**src/rtl/vend_coin_scheduler.sv**
```systemverilog
// Round-robin front end that shares one vending core between NREQ coin sources,
// locking the core to a single requester per purchase and supervising the core's response.
module vend_coin_scheduler #(
  parameter int NREQ  = 2,
  parameter int PRICE = 3,
  parameter int TMO   = 15,
  localparam int OW   = $clog2(NREQ),
  localparam int CW   = $clog2(PRICE + 2),
  localparam int TW   = ($clog2(TMO + 1) < 4) ? 4 : $clog2(TMO + 1)
) (
  input  logic              clk,
  input  logic              rst,
  input  logic [NREQ-1:0]   req_valid,
  input  logic [2*NREQ-1:0] req_coin,
  output logic [NREQ-1:0]   req_ready,
  output logic [1:0]        vm_coin,
  input  logic              vm_product,
  input  logic              vm_change,
  output logic [OW-1:0]     owner,
  output logic              busy,
  output logic              dispensed,
  output logic              change_out,
  output logic              err_tmo,
  output logic              err_proto,
  input  logic              err_clr
);

  typedef enum logic [1:0] {IDLE, SESSION, DISPENSE, ERR} state_t;

  state_t          state_q;
  logic [OW-1:0]   rr_ptr_q, owner_q;
  logic [CW-1:0]   credit_q;
  logic [TW-1:0]   tmo_q;
  logic            exp_chg_q, err_tmo_q, err_proto_q;
  logic [1:0]      vm_coin_q;

  logic [OW-1:0]   grant, sel;
  logic            grant_vld, acc;
  logic [1:0]      coin, val;
  logic [CW:0]     credit_d;

  // Unit value of a coin code; 00 and 11 carry no credit.
  function automatic logic [1:0] coin_val(input logic [1:0] c);
    return (c == 2'b01 || c == 2'b10) ? c : 2'b00;
  endfunction

  // Descending search so the requester closest to rr_ptr wins.
  always_comb begin
    grant_vld = 1'b0;
    grant     = '0;
    for (int k = NREQ - 1; k >= 0; k--) begin
      if (req_valid[(int'(rr_ptr_q) + k) % NREQ]) begin
        grant_vld = 1'b1;
        grant     = OW'((int'(rr_ptr_q) + k) % NREQ);
      end
    end
  end

  always_comb begin
    sel      = (state_q == SESSION) ? owner_q : grant;
    acc      = !rst && (((state_q == IDLE) && grant_vld) ||
                        ((state_q == SESSION) && req_valid[owner_q]));
    coin     = req_coin[2*int'(sel) +: 2];
    val      = coin_val(coin);
    credit_d = ((state_q == SESSION) ? {1'b0, credit_q} : '0) + (CW+1)'(val);
  end

  always_ff @(posedge clk or posedge rst) begin
    if (rst) begin
      state_q     <= IDLE;
      rr_ptr_q    <= '0;
      owner_q     <= '0;
      credit_q    <= '0;
      tmo_q       <= '0;
      exp_chg_q   <= 1'b0;
      err_tmo_q   <= 1'b0;
      err_proto_q <= 1'b0;
      vm_coin_q   <= 2'b00;
    end else begin
      vm_coin_q <= (acc && val != 2'b00) ? coin : 2'b00;
      if (err_clr) begin
        err_tmo_q   <= 1'b0;
        err_proto_q <= 1'b0;
      end
      if (vm_product && state_q != DISPENSE) err_proto_q <= 1'b1;

      case (state_q)
        IDLE, SESSION: begin
          if (acc && val != 2'b00) begin
            if (state_q == IDLE) owner_q <= grant;
            credit_q <= credit_d[CW-1:0];
            if (credit_d >= (CW+1)'(PRICE)) begin
              state_q   <= DISPENSE;
              tmo_q     <= '0;
              exp_chg_q <= (credit_d != (CW+1)'(PRICE));
            end else begin
              state_q <= SESSION;
            end
          end
        end
        DISPENSE: begin
          if (vm_product) begin
            if (vm_change != exp_chg_q) err_proto_q <= 1'b1;
            credit_q <= '0;
            rr_ptr_q <= (owner_q == OW'(NREQ - 1)) ? '0 : owner_q + 1'b1;
            state_q  <= IDLE;
          end else if (tmo_q == TW'(TMO - 1)) begin
            err_tmo_q <= 1'b1;
            state_q   <= ERR;
          end else begin
            tmo_q <= tmo_q + 1'b1;
          end
        end
        ERR: begin
          if (err_clr) begin
            credit_q <= '0;
            state_q  <= IDLE;
          end
        end
        default: state_q <= IDLE;
      endcase
    end
  end

  assign req_ready  = acc ? (NREQ'(1) << sel) : '0;
  assign vm_coin    = vm_coin_q;
  assign owner      = owner_q;
  assign busy       = (state_q == SESSION) || (state_q == DISPENSE);
  assign dispensed  = !rst && (state_q == DISPENSE) && vm_product;
  assign change_out = !rst && (state_q == DISPENSE) && vm_product && vm_change;
  assign err_tmo    = err_tmo_q;
  assign err_proto  = err_proto_q;

endmodule

```
**config.mk**
```make
export PLATFORM = sky130hd
export DESIGN_NAME = vend_coin_scheduler
export DESIGN_NICKNAME = d
export VERILOG_FILES = /design/src/rtl/vend_coin_scheduler.sv
export SDC_FILE = /design/constraint.sdc
export NUM_CORES = 1
export LEC_CHECK = 0
export ABC_AREA = 0
export BUFFER_PORTS_ARGS = -buffer_cell sky130_fd_sc_hd__buf_4
export CORE_ASPECT_RATIO = 0.7
export CORE_MARGIN = 1
export CORE_UTILIZATION = 40
export CTS_BUF_LIST = sky130_fd_sc_hd__clkbuf_8
export CTS_CLUSTER_DIAMETER = 40
export CTS_CLUSTER_SIZE = 28
export DETAILED_ROUTE_END_ITERATION = 10
export PLACE_DENSITY = 0.57
export SKIP_CTS_REPAIR_TIMING = 1
export SYNTH_ARGS = -nofsm -noshare
export SYNTH_HDL_FRONTEND = slang
export SYNTH_SLANG_ARGS = --single-unit
```
**constraint.sdc**
```tcl
create_clock -name clk -period 6.3 [get_ports clk]
set_input_delay 1.26 -clock clk [delete_from_list [all_inputs] [get_ports clk]]
set_output_delay 1.26 -clock clk [all_outputs]
set_load 0.01 [all_outputs]
```
==> impl_metrics.json, run 1 <==
{
  "finalHoldViolCount": 0,
  "power_frac_seq_pct": 28.3,
  "num_vias": 1046,
  "intPower_uw": 350,
  "crit_path_end_kind": "flip-flop",
  "grt_pass1_wl_um": 4040,
  "pwr_density_cell_mw_per_mm2": 431,
  "fin_util_pct": 51.1,
  "synth_cell_types": 42,
  "critPathMaxFanout": 8,
  "synth_edf_count": 0,
  "row_count": 16,
  "setup_viol": 0,
  "nFillCells": 275,
  "pwr-share-clk_pct": 14.8,
  "min_from": "err_proto",
  "synthArstFlopShare_pct": 100,
  "chipWidth_um": 68.0,
  "diodes": 0,
  "synth-seq-cells": 16,
  "syn2layout_area_growth_pct": 19.2,
  "grt_max_degree": 19,
  "start_util_pct": 42.9,
  "layout_min_cycle_time_ns": 3.80,
  "fp.dieArea_mm2": 0.00328,
  "drive_gt1_share_pct": 21.0,
  "totalPowerFinal_uw": 626,
  "pwr-share-comb_pct": 56.9,
  "setup_tns_ns": 0,
  "critPathLaunchType": "primary input",
  "post_drt_via_cell_ratio": 5.42,
  "path_class": "in -> reg",
  "synth_area_per_cell_um2": 8.97,
  "firstDrtPassIters": 4,
  "slew_headroom_pct": 53.1,
  "tightest_slew_ns": 0.703,
  "gp_congestion": 0.754,
  "drv_slew": 0,
  "routed_wirelength_um": 2690,
  "total_leakage_power_uw": 0.000670,
  "nets": 178,
  "rsz0062_at_grt": "false",
  "synth_largest_area_cell": "dfrtp_1",
  "grt.total_usage_pct": 17.1,
  "fmax_mhz": 263,
  "drt_iter0_drc": 24,
  "required_ns": 6.49,
  "synth_ff_type": "dfrtp_1",
  "core_area_mm2": 0.00284,
  "ioPinCount": 21,
  "clock_tree.buffer_depth": 2,
  "place.detailed.hpwl_um": 2050,
  "whs_path_depth": 1,
  "synth_nets": 156,
  "switchingPower_uw": 276,
  "reg2reg_to": "tmo_q[3]",
  "seq_area_frac_synth_pct": 32.8,
  "clk_pin_slew_ns": 0.07,
  "synth_warnings": 0,
  "ir_worst_vdd_mv": 0.270,
  "synthTopCellsByCount": "dfrtp_1, nand2_1, nor2b_1",
  "synthCells": 136,
  "hold_path.class": "reg -> reg",
  "multi_input_comb_area_um2": 773,
  "pre_cts_slack_ns": 2.24,
  "r2r_setup_slack_ns": 2.71,
  "cap_violations": 0,
  "detail-route-antenna-nets": 0,
  "port_buffers": 20,
  "clk_latency_ns": 0.25,
  "antenna_found_initial": 0,
  "grt_overflow": 0,
  "setup_slack_ns": 2.50,
  "root_buffer": "clkbuf_8",
  "hold_end": "err_proto",
  "syn_area_mm2": 0.00122,
  "hold_ws_ns": 0.516,
  "die_y_um": 48.2,
  "h-tree-depth": 1,
  "synth_top_area_share_pct": 32.8,
  "yosys.cell_count.top_type": "dfrtp_1",
  "seq_area_um2": 400,
  "cts_sinks": 16,
  "drc": 0,
  "critical_path_arrival_ns": 3.99,
  "synth_area_leaders": "dfrtp_1, ha_1, nor2b_1",
  "wl_per_cell_um": 13.9,
  "cts_tree": "built",
  "grt_pass1_vias": 869,
  "clock_skew_ns": 0.00489,
  "r2r_start": "state_q[1]",
  "netSwitchingFraction_pct": 44.2,
  "status": "finished clean",
  "cts_buffers": 3,
  "fin_crit_sh_pct": 60.2,
  "worst_r2r_path_depth": 14
}
-- metrics by stage --
step,cells,cell area (µm²)
floorplan,136,1220
global placement,189,1400
detailed placement,189,1400
CTS,193,1450
global route,193,1450
finish,193,1450
-- cells by family after synthesis --
kind of cell    count (synthesis)  synth area share [%]
xor+xnor                        5                  3.59
fa+ha+maj                       9                  9.23
flops                          16                  32.8
simple gates                   55                  25.1
buf+inv                        11                  3.79
compound gates                 38                  23.3
mux                             2                  2.15
-- critical path, cell delays in order --
cell and delay (ns):
buf_4 0.12, nor2b_4 0.13, o21ai_0 0.41, nand3b_1 0.13
o21ai_0 0.13, ha_1 0.24, ha_1 0.26, a22o_1 0.20
nand2_1 0.08, o221ai_2 0.20, o2111ai_4 0.20, or4b_1 0.53
nand3_1 0.09
-- layout by cell type (no fill, tap or decap), drive strengths merged, types with 4 or more instances in the layout --
cell type	count
ha	9
clkbuf	4
a21oi	7
nand3	7
o21ai	12
nor2b	11
inv	8
buf	20
dfrtp	16
nand2b	5
nor2	8
nand2	14
-- registers in the layout, indices dropped and copies added (netlist names) --
name / flops
exp_chg_q: 1
owner: 1
tmo_q: 4
rr_ptr_q: 1
credit_q: 3
err_tmo: 1
vm_coin: 2
err_proto: 1
state_q: 2
-- worst max path at each step --
stage / depth (start not counted) / endpoint / from / slack (ns)
after floorplan: 12 / tmo_q[3] / req_valid[0] / 2.66
after global placement: 13 / tmo_q[3] / req_valid[0] / 2.36
after detailed placement: 13 / tmo_q[3] / req_valid[0] / 2.24
after CTS: 5 / req_ready[1] / rst / 2.50
after global routing: 13 / tmo_q[3] / req_valid[0] / 2.24
final: 13 / tmo_q[3] / req_valid[0] / 2.50
-- power by group through the flow --
stage	sequential, µW	clock [µW]	combinational [µW]
5_1_grt	183	101	396
3_5_place_dp	178	0	355
2_1_floorplan	173	0	276
6_report	177	92.9	356
4_1_cts	177	94.7	356
3_3_place_gp	178	0	351
-- per-layer routing --
metal | part of all wire [%] | vias to the layer above | track usage [%]
met3 | 4.9 | 0 | 4.91
met2 | 43 | 27 | 25.3
li1 | - | 527 | -
met4 | 0 | 0 | 2.50
met1 | 52 | 492 | 25.0
met5 | 0 | - | 0
-- cell type report --
| type | instances | area share (%) |
|---|---|---|
| Sequential cell | 16 | 27.5 |
| Tap cell | 36 | 3.10 |
| Multi-Input combinational cell | 109 | 53.2 |
| Timing Repair Buffer | 20 | 10.3 |
| Inverter | 8 | 2.07 |
| Clock buffer | 4 | 3.79 |
Power figures use the tool's default switching activity.
==> run 2, diff against run 1 <==
- clock period: 6.3 -> 4 ns (I/O delays scaled with it)
==> run 2 against run 1 <==
Wire length rose by 0.48%. Combinational power rose by 61%. Global-route usage rose by 0.87 points. Clock-buffer cell count fell by 1. Clock power rose by 29%. Register-to-register slack got worse by 2.2 ns. Final area barely moved. Sequential share of layout area barely moved. Power rose by 55%. Hold slack got worse by 0.024 ns. Via count fell by 0.76%. Critical path type is now reg -> reg. Largest power group unchanged.
==> impl_metrics.json, run 2 (synthesized netlist as in run 1, its figures left out) <==
{
  "fp.dieArea_mm2": 0.00328,
  "drc": 0,
  "fmax_mhz": 286,
  "clk_pin_slew_ns": 0.06,
  "setup_tns_ns": 0,
  "clock_skew_ns": 0.00600,
  "nets": 180,
  "intPower_uw": 538,
  "cpPeakStageDelay_ns": 0.53,
  "fin_crit_sh_pct": 87.4,
  "worst_r2r_path_depth": 14,
  "syn2layout_area_growth_pct": 19.3,
  "final_cell_mix": "buf_4, dfrtp_1, nand2_1",
  "grt_max_degree": 16,
  "pwr_density_cell_mw_per_mm2": 668,
  "drive_gt1_share_pct": 21.5,
  "top_register": "tmo_q",
  "antenna_found_initial": 0,
  "drv_slew": 0,
  "clock_tree.buffer_depth": 2,
  "routed_wirelength_um": 2700,
  "crit_path_end_kind": "flip-flop",
  "h-tree-depth": 1,
  "chipWidth_um": 68.0,
  "critical_path_arrival_ns": 3.68,
  "clk_latency_ns": 0.25,
  "path_class": "reg -> reg",
  "largest_reg_flops": 4,
  "port_buffers": 20,
  "cp_cell_sequence": "inv_1, ha_1, nand2b_4, o21ai_0, nand3b_1, o21ai_0, ha_1, ha_1, a22o_1, nand2_1, o221ai_2, o2111ai_4, or4b_1, nand3_1",
  "r2r_setup_slack_ns": 0.50,
  "hold_path.class": "in -> async",
  "critPathMaxFanout": 8,
  "setup_viol": 0,
  "grt_pass1_vias": 863,
  "critPathLaunchType": "flip-flop",
  "root_buffer": "clkbuf_8",
  "crit_family": "compound AO/OA/AOI/OAI gates",
  "num_vias": 1038,
  "row_count": 16,
  "grt_overflow": 0,
  "cts_sinks": 16,
  "firstDrtPassIters": 4,
  "netSwitchingFraction_pct": 44.7,
  "placed_cell_area_mm2": 0.00141,
  "post_drt_via_cell_ratio": 5.35,
  "gp_congestion": 0.765,
  "start_util_pct": 42.9,
  "tightest_slew_ns": 0.513,
  "layout_min_cycle_time_ns": 3.50,
  "switchingPower_uw": 435,
  "required_ns": 4.18,
  "cts_tree": "built",
  "path_buf_inv": 1,
  "cts_buffers": 3,
  "pwr-share-comb_pct": 58.9,
  "final_area_mm2": 0.00146,
  "finalHoldViolCount": 0,
  "detail-route-antenna-nets": 0,
  "reg.largest.list": "tmo_q x4, credit_q x3",
  "pwr-share-clk_pct": 12.3,
  "crit_top_cell": "ha_1",
  "grt.total_usage_pct": 17.9,
  "rsz0062_at_grt": "false",
  "slew_headroom_pct": 65.5,
  "r2r_start": "state_q[1]",
  "nFillCells": 287,
  "wl_per_cell_um": 13.9,
  "grt_pass1_wl_um": 4160,
  "place.detailed.hpwl_um": 2160,
  "power_frac_seq_pct": 28.8,
  "drt_iter0_drc": 42,
  "diodes": 0,
  "ir_worst_vdd_mv": 0.392,
  "cap_violations": 0,
  "reg2reg_to": "tmo_q[3]",
  "die_y_um": 48.2,
  "slowest_stage": "or4b_1",
  "core_area_mm2": 0.00284,
  "ioPinCount": 21,
  "layout_commonest_cell": "buf_4",
  "status": "finished clean",
  "total_leakage_power_uw": 0.000673
}
==> run 2: changes by cell type in the layout (fill, tap and decap cells not counted), sizes merged <==
cell / before / now
buf: 20 / 22
clkbuf: 4 / 3
==> run 2: worst max-delay path by stage <==
stage / startpoint / endpoint / cells after the start
after CTS: state_q[1] / tmo_q[3] / 14
after global placement: req_valid[0] / tmo_q[3] / 13
after detailed placement: req_valid[0] / tmo_q[3] / 13
after floorplan: req_valid[0] / tmo_q[3] / 12
final: state_q[1] / tmo_q[3] / 14
after global routing: state_q[1] / tmo_q[3] / 14
==> run 2: area by class of cell <==
cell class                 instances  area [µm²]  area share (%)
tap                               36        45.0            3.10
multi-input combinational        109         773            53.1
timing repair buffer              22         165            11.3
inverter                           8        30.0            2.06
sequential                        16         400            27.5
clock buffer                       3        41.3            2.84
==> run 2: power by group through the flow <==
stage | combinational [µW] | clock [µW] | sequential (µW)
after detailed placement | 572 | 0 | 283
final | 573 | 120 | 280
after global routing | 636 | 133 | 290
after CTS | 576 | 123 | 279
after floorplan | 435 | 0 | 272
after global placement | 562 | 0 | 281
==> run 2: metal layers <==
layer / up-vias / wire length [µm] / part of all wire (%) / GRT usage [%]
met5: - / 0 / 0 / 0
met4: 0 / 0 / 0 / 2.92
met3: 0 / 146 / 5.4 / 5.61
met2: 26 / 1180 / 44 / 25.5
met1: 484 / 1380 / 51 / 26.7
li1: 528 / - / - / -
==> run 2: per-stage QoR <==
step                      hold slack, ns  instances  setup slack [ns]  power, µW  utilization, %
after floorplan                    0.486        136             0.819        707               -
after global placement             0.498        191             0.510        842            49.7
after detailed placement           0.508        191             0.366        854            49.7
after CTS                          0.491        194             0.514        978            51.2
after global routing               0.494        194             0.162       1060            51.2
final                              0.492        194             0.502        973            51.2
==> run 3, diff against run 2 <==
- CORE_ASPECT_RATIO: 0.7 -> default
- clock period: 4 -> 4.5 ns (I/O delays scaled with it)
==> run 3 against run 2 <==
The run now ends with design-rule violations left. Final area unchanged. Power down 9.6%. Die area down 0.11%. Maximum frequency down 3.2%. Critical path type unchanged.
==> impl_metrics.json, run 3 (synthesized netlist as in run 1, its figures left out) <==
{
  "power_frac_seq_pct": 28.3,
  "root_buffer": "clkbuf_8",
  "critPathMaxFanout": 14,
  "ioPinCount": 21,
  "num_vias": 1046,
  "clk_latency_ns": 0.25,
  "netSwitchingFraction_pct": 44.3,
  "rsz0062_at_grt": "false",
  "clk_pin_slew_ns": 0.07,
  "tightest_slew_ns": 0.518,
  "setup_slack_ns": 0.888,
  "placed_cell_area_mm2": 0.00140,
  "hold_end": "err_proto",
  "final_cell_mix": "buf_4, dfrtp_1, nand2_1",
  "clock_tree.buffer_depth": 2,
  "intPower_uw": 490,
  "worst_r2r_path_depth": 14,
  "crit_start": "state_q[1]",
  "drive_gt1_share_pct": 21.5,
  "row_count": 19,
  "total_leakage_power_uw": 0.000675,
  "required_ns": 4.69,
  "wl_per_cell_um": 13.9,
  "finalHoldViolCount": 0,
  "critPathLaunchType": "flip-flop",
  "switchingPower_uw": 390,
  "pwr-share-clk_pct": 15.0,
  "post_drt_via_cell_ratio": 5.53,
  "place.detailed.hpwl_um": 2020,
  "pwr_density_cell_mw_per_mm2": 604,
  "crit_path_end_kind": "flip-flop",
  "reg.largest.list": "tmo_q x4, credit_q x3",
  "ir_worst_vdd_mv": 0.307,
  "largest_reg_flops": 4,
  "drv_slew": 0,
  "whs_path_depth": 1,
  "syn2layout_area_growth_pct": 19.3,
  "slew_headroom_pct": 65.1,
  "final_area_mm2": 0.00146,
  "r2r_setup_slack_ns": 0.89,
  "drt_iter0_drc": 41,
  "firstDrtPassIters": 7,
  "layout_commonest_cell": "buf_4",
  "detail-route-antenna-nets": 0,
  "layout_min_cycle_time_ns": 3.61,
  "cts_tree": "built",
  "clock_skew_ns": 0.00321,
  "violations": "design-rule violations",
  "gp_congestion": 0.813,
  "grt_overflow": 0,
  "grt_max_degree": 19,
  "drc": 4,
  "grt_pass1_wl_um": 4520,
  "antenna_found_initial": 0,
  "min_from": "err_proto",
  "core_area_mm2": 0.00283,
  "r2r_start": "state_q[1]",
  "cts_buffers": 3,
  "reg2reg_to": "tmo_q[3]",
  "routed_wirelength_um": 2630,
  "grt.total_usage_pct": 17.7,
  "fp.dieArea_mm2": 0.00327,
  "cap_violations": 0,
  "fin_crit_sh_pct": 80.3,
  "diodes": 0,
  "top_register": "tmo_q",
  "hold_path.class": "reg -> reg",
  "setup_viol": 0,
  "fmax_mhz": 277,
  "path_class": "reg -> reg",
  "grt_pass1_vias": 1010,
  "setup_tns_ns": 0,
  "nets": 179,
  "pre_cts_slack_ns": 0.798,
  "port_buffers": 20,
  "pwr-share-comb_pct": 56.7,
  "chipWidth_um": 57.2,
  "start_util_pct": 43.1,
  "cts_sinks": 16,
  "status": "finished with violations",
  "die_y_um": 57.2,
  "critical_path_arrival_ns": 3.80,
  "h-tree-depth": 1
}
==> run 3: cell types whose count changed in the layout (fill, tap and decap cells not counted) <==
cell and delta:
buf_4 -1, clkbuf_8 +1
==> run 3: power by group through the flow <==
| stage | Combinational [µW] | Clock (µW) | Sequential, µW |
|---|---|---|---|
| global placement | 489 | 0 | 249 |
| finish | 498 | 132 | 249 |
| global route | 560 | 142 | 256 |
| floorplan | 387 | 0 | 242 |
| detailed placement | 498 | 0 | 251 |
| CTS | 500 | 137 | 248 |
==> run 3: per-stage QoR <==
stage / utilization [%] / cells / total power (µW) / hold WS (ns)
2_1_floorplan: - / 136 / 628 / 0.486
3_3_place_gp: 49.5 / 185 / 738 / 0.498
3_5_place_dp: 49.5 / 185 / 749 / 0.505
4_1_cts: 51.4 / 189 / 884 / 0.522
5_1_grt: 51.4 / 189 / 958 / 0.555
6_report: 51.4 / 189 / 880 / 0.510
==> run 3: worst max-delay path, cell delays in order (launching register included) <==
cell	delay, ns
dfrtp_1	0.39
inv_1	0.09
ha_1	0.36
nand2b_4	0.22
o21ai_0	0.43
nand3b_1	0.13
o21ai_0	0.13
ha_1	0.24
ha_1	0.26
a22o_1	0.20
nand2_1	0.08
o221ai_2	0.21
o2111ai_4	0.20
or4b_1	0.52
nand3_1	0.09
==> run 3: how the worst max path moves through the flow <==
stage / to / cells past startpoint / slack, ns
after floorplan: tmo_q[3] / 12 / 1.22
after global placement: tmo_q[3] / 13 / 0.92
after detailed placement: tmo_q[3] / 13 / 0.80
after CTS: tmo_q[3] / 14 / 0.91
after global routing: tmo_q[3] / 14 / 0.60
final: tmo_q[3] / 14 / 0.89
==> run 3: cell type report <==
cell class	instances	area (µm²)
repair buffers	21	158
fillers	280	1370
multi-input cells	109	773
flip-flops and latches	16	400
inverters	8	30.0
well taps	31	38.8
clock buffers	4	55.1
==> run 3: routing by layer <==
layer,share of wire [%],track usage (%),wire [µm],vias to the layer above
li1,-,-,-,527
met2,46,28.6,1210,16
met4,0.53,4.88,14,0
met5,0,0,0,-
met3,3.0,2.72,80,2
met1,50,24.6,1320,501
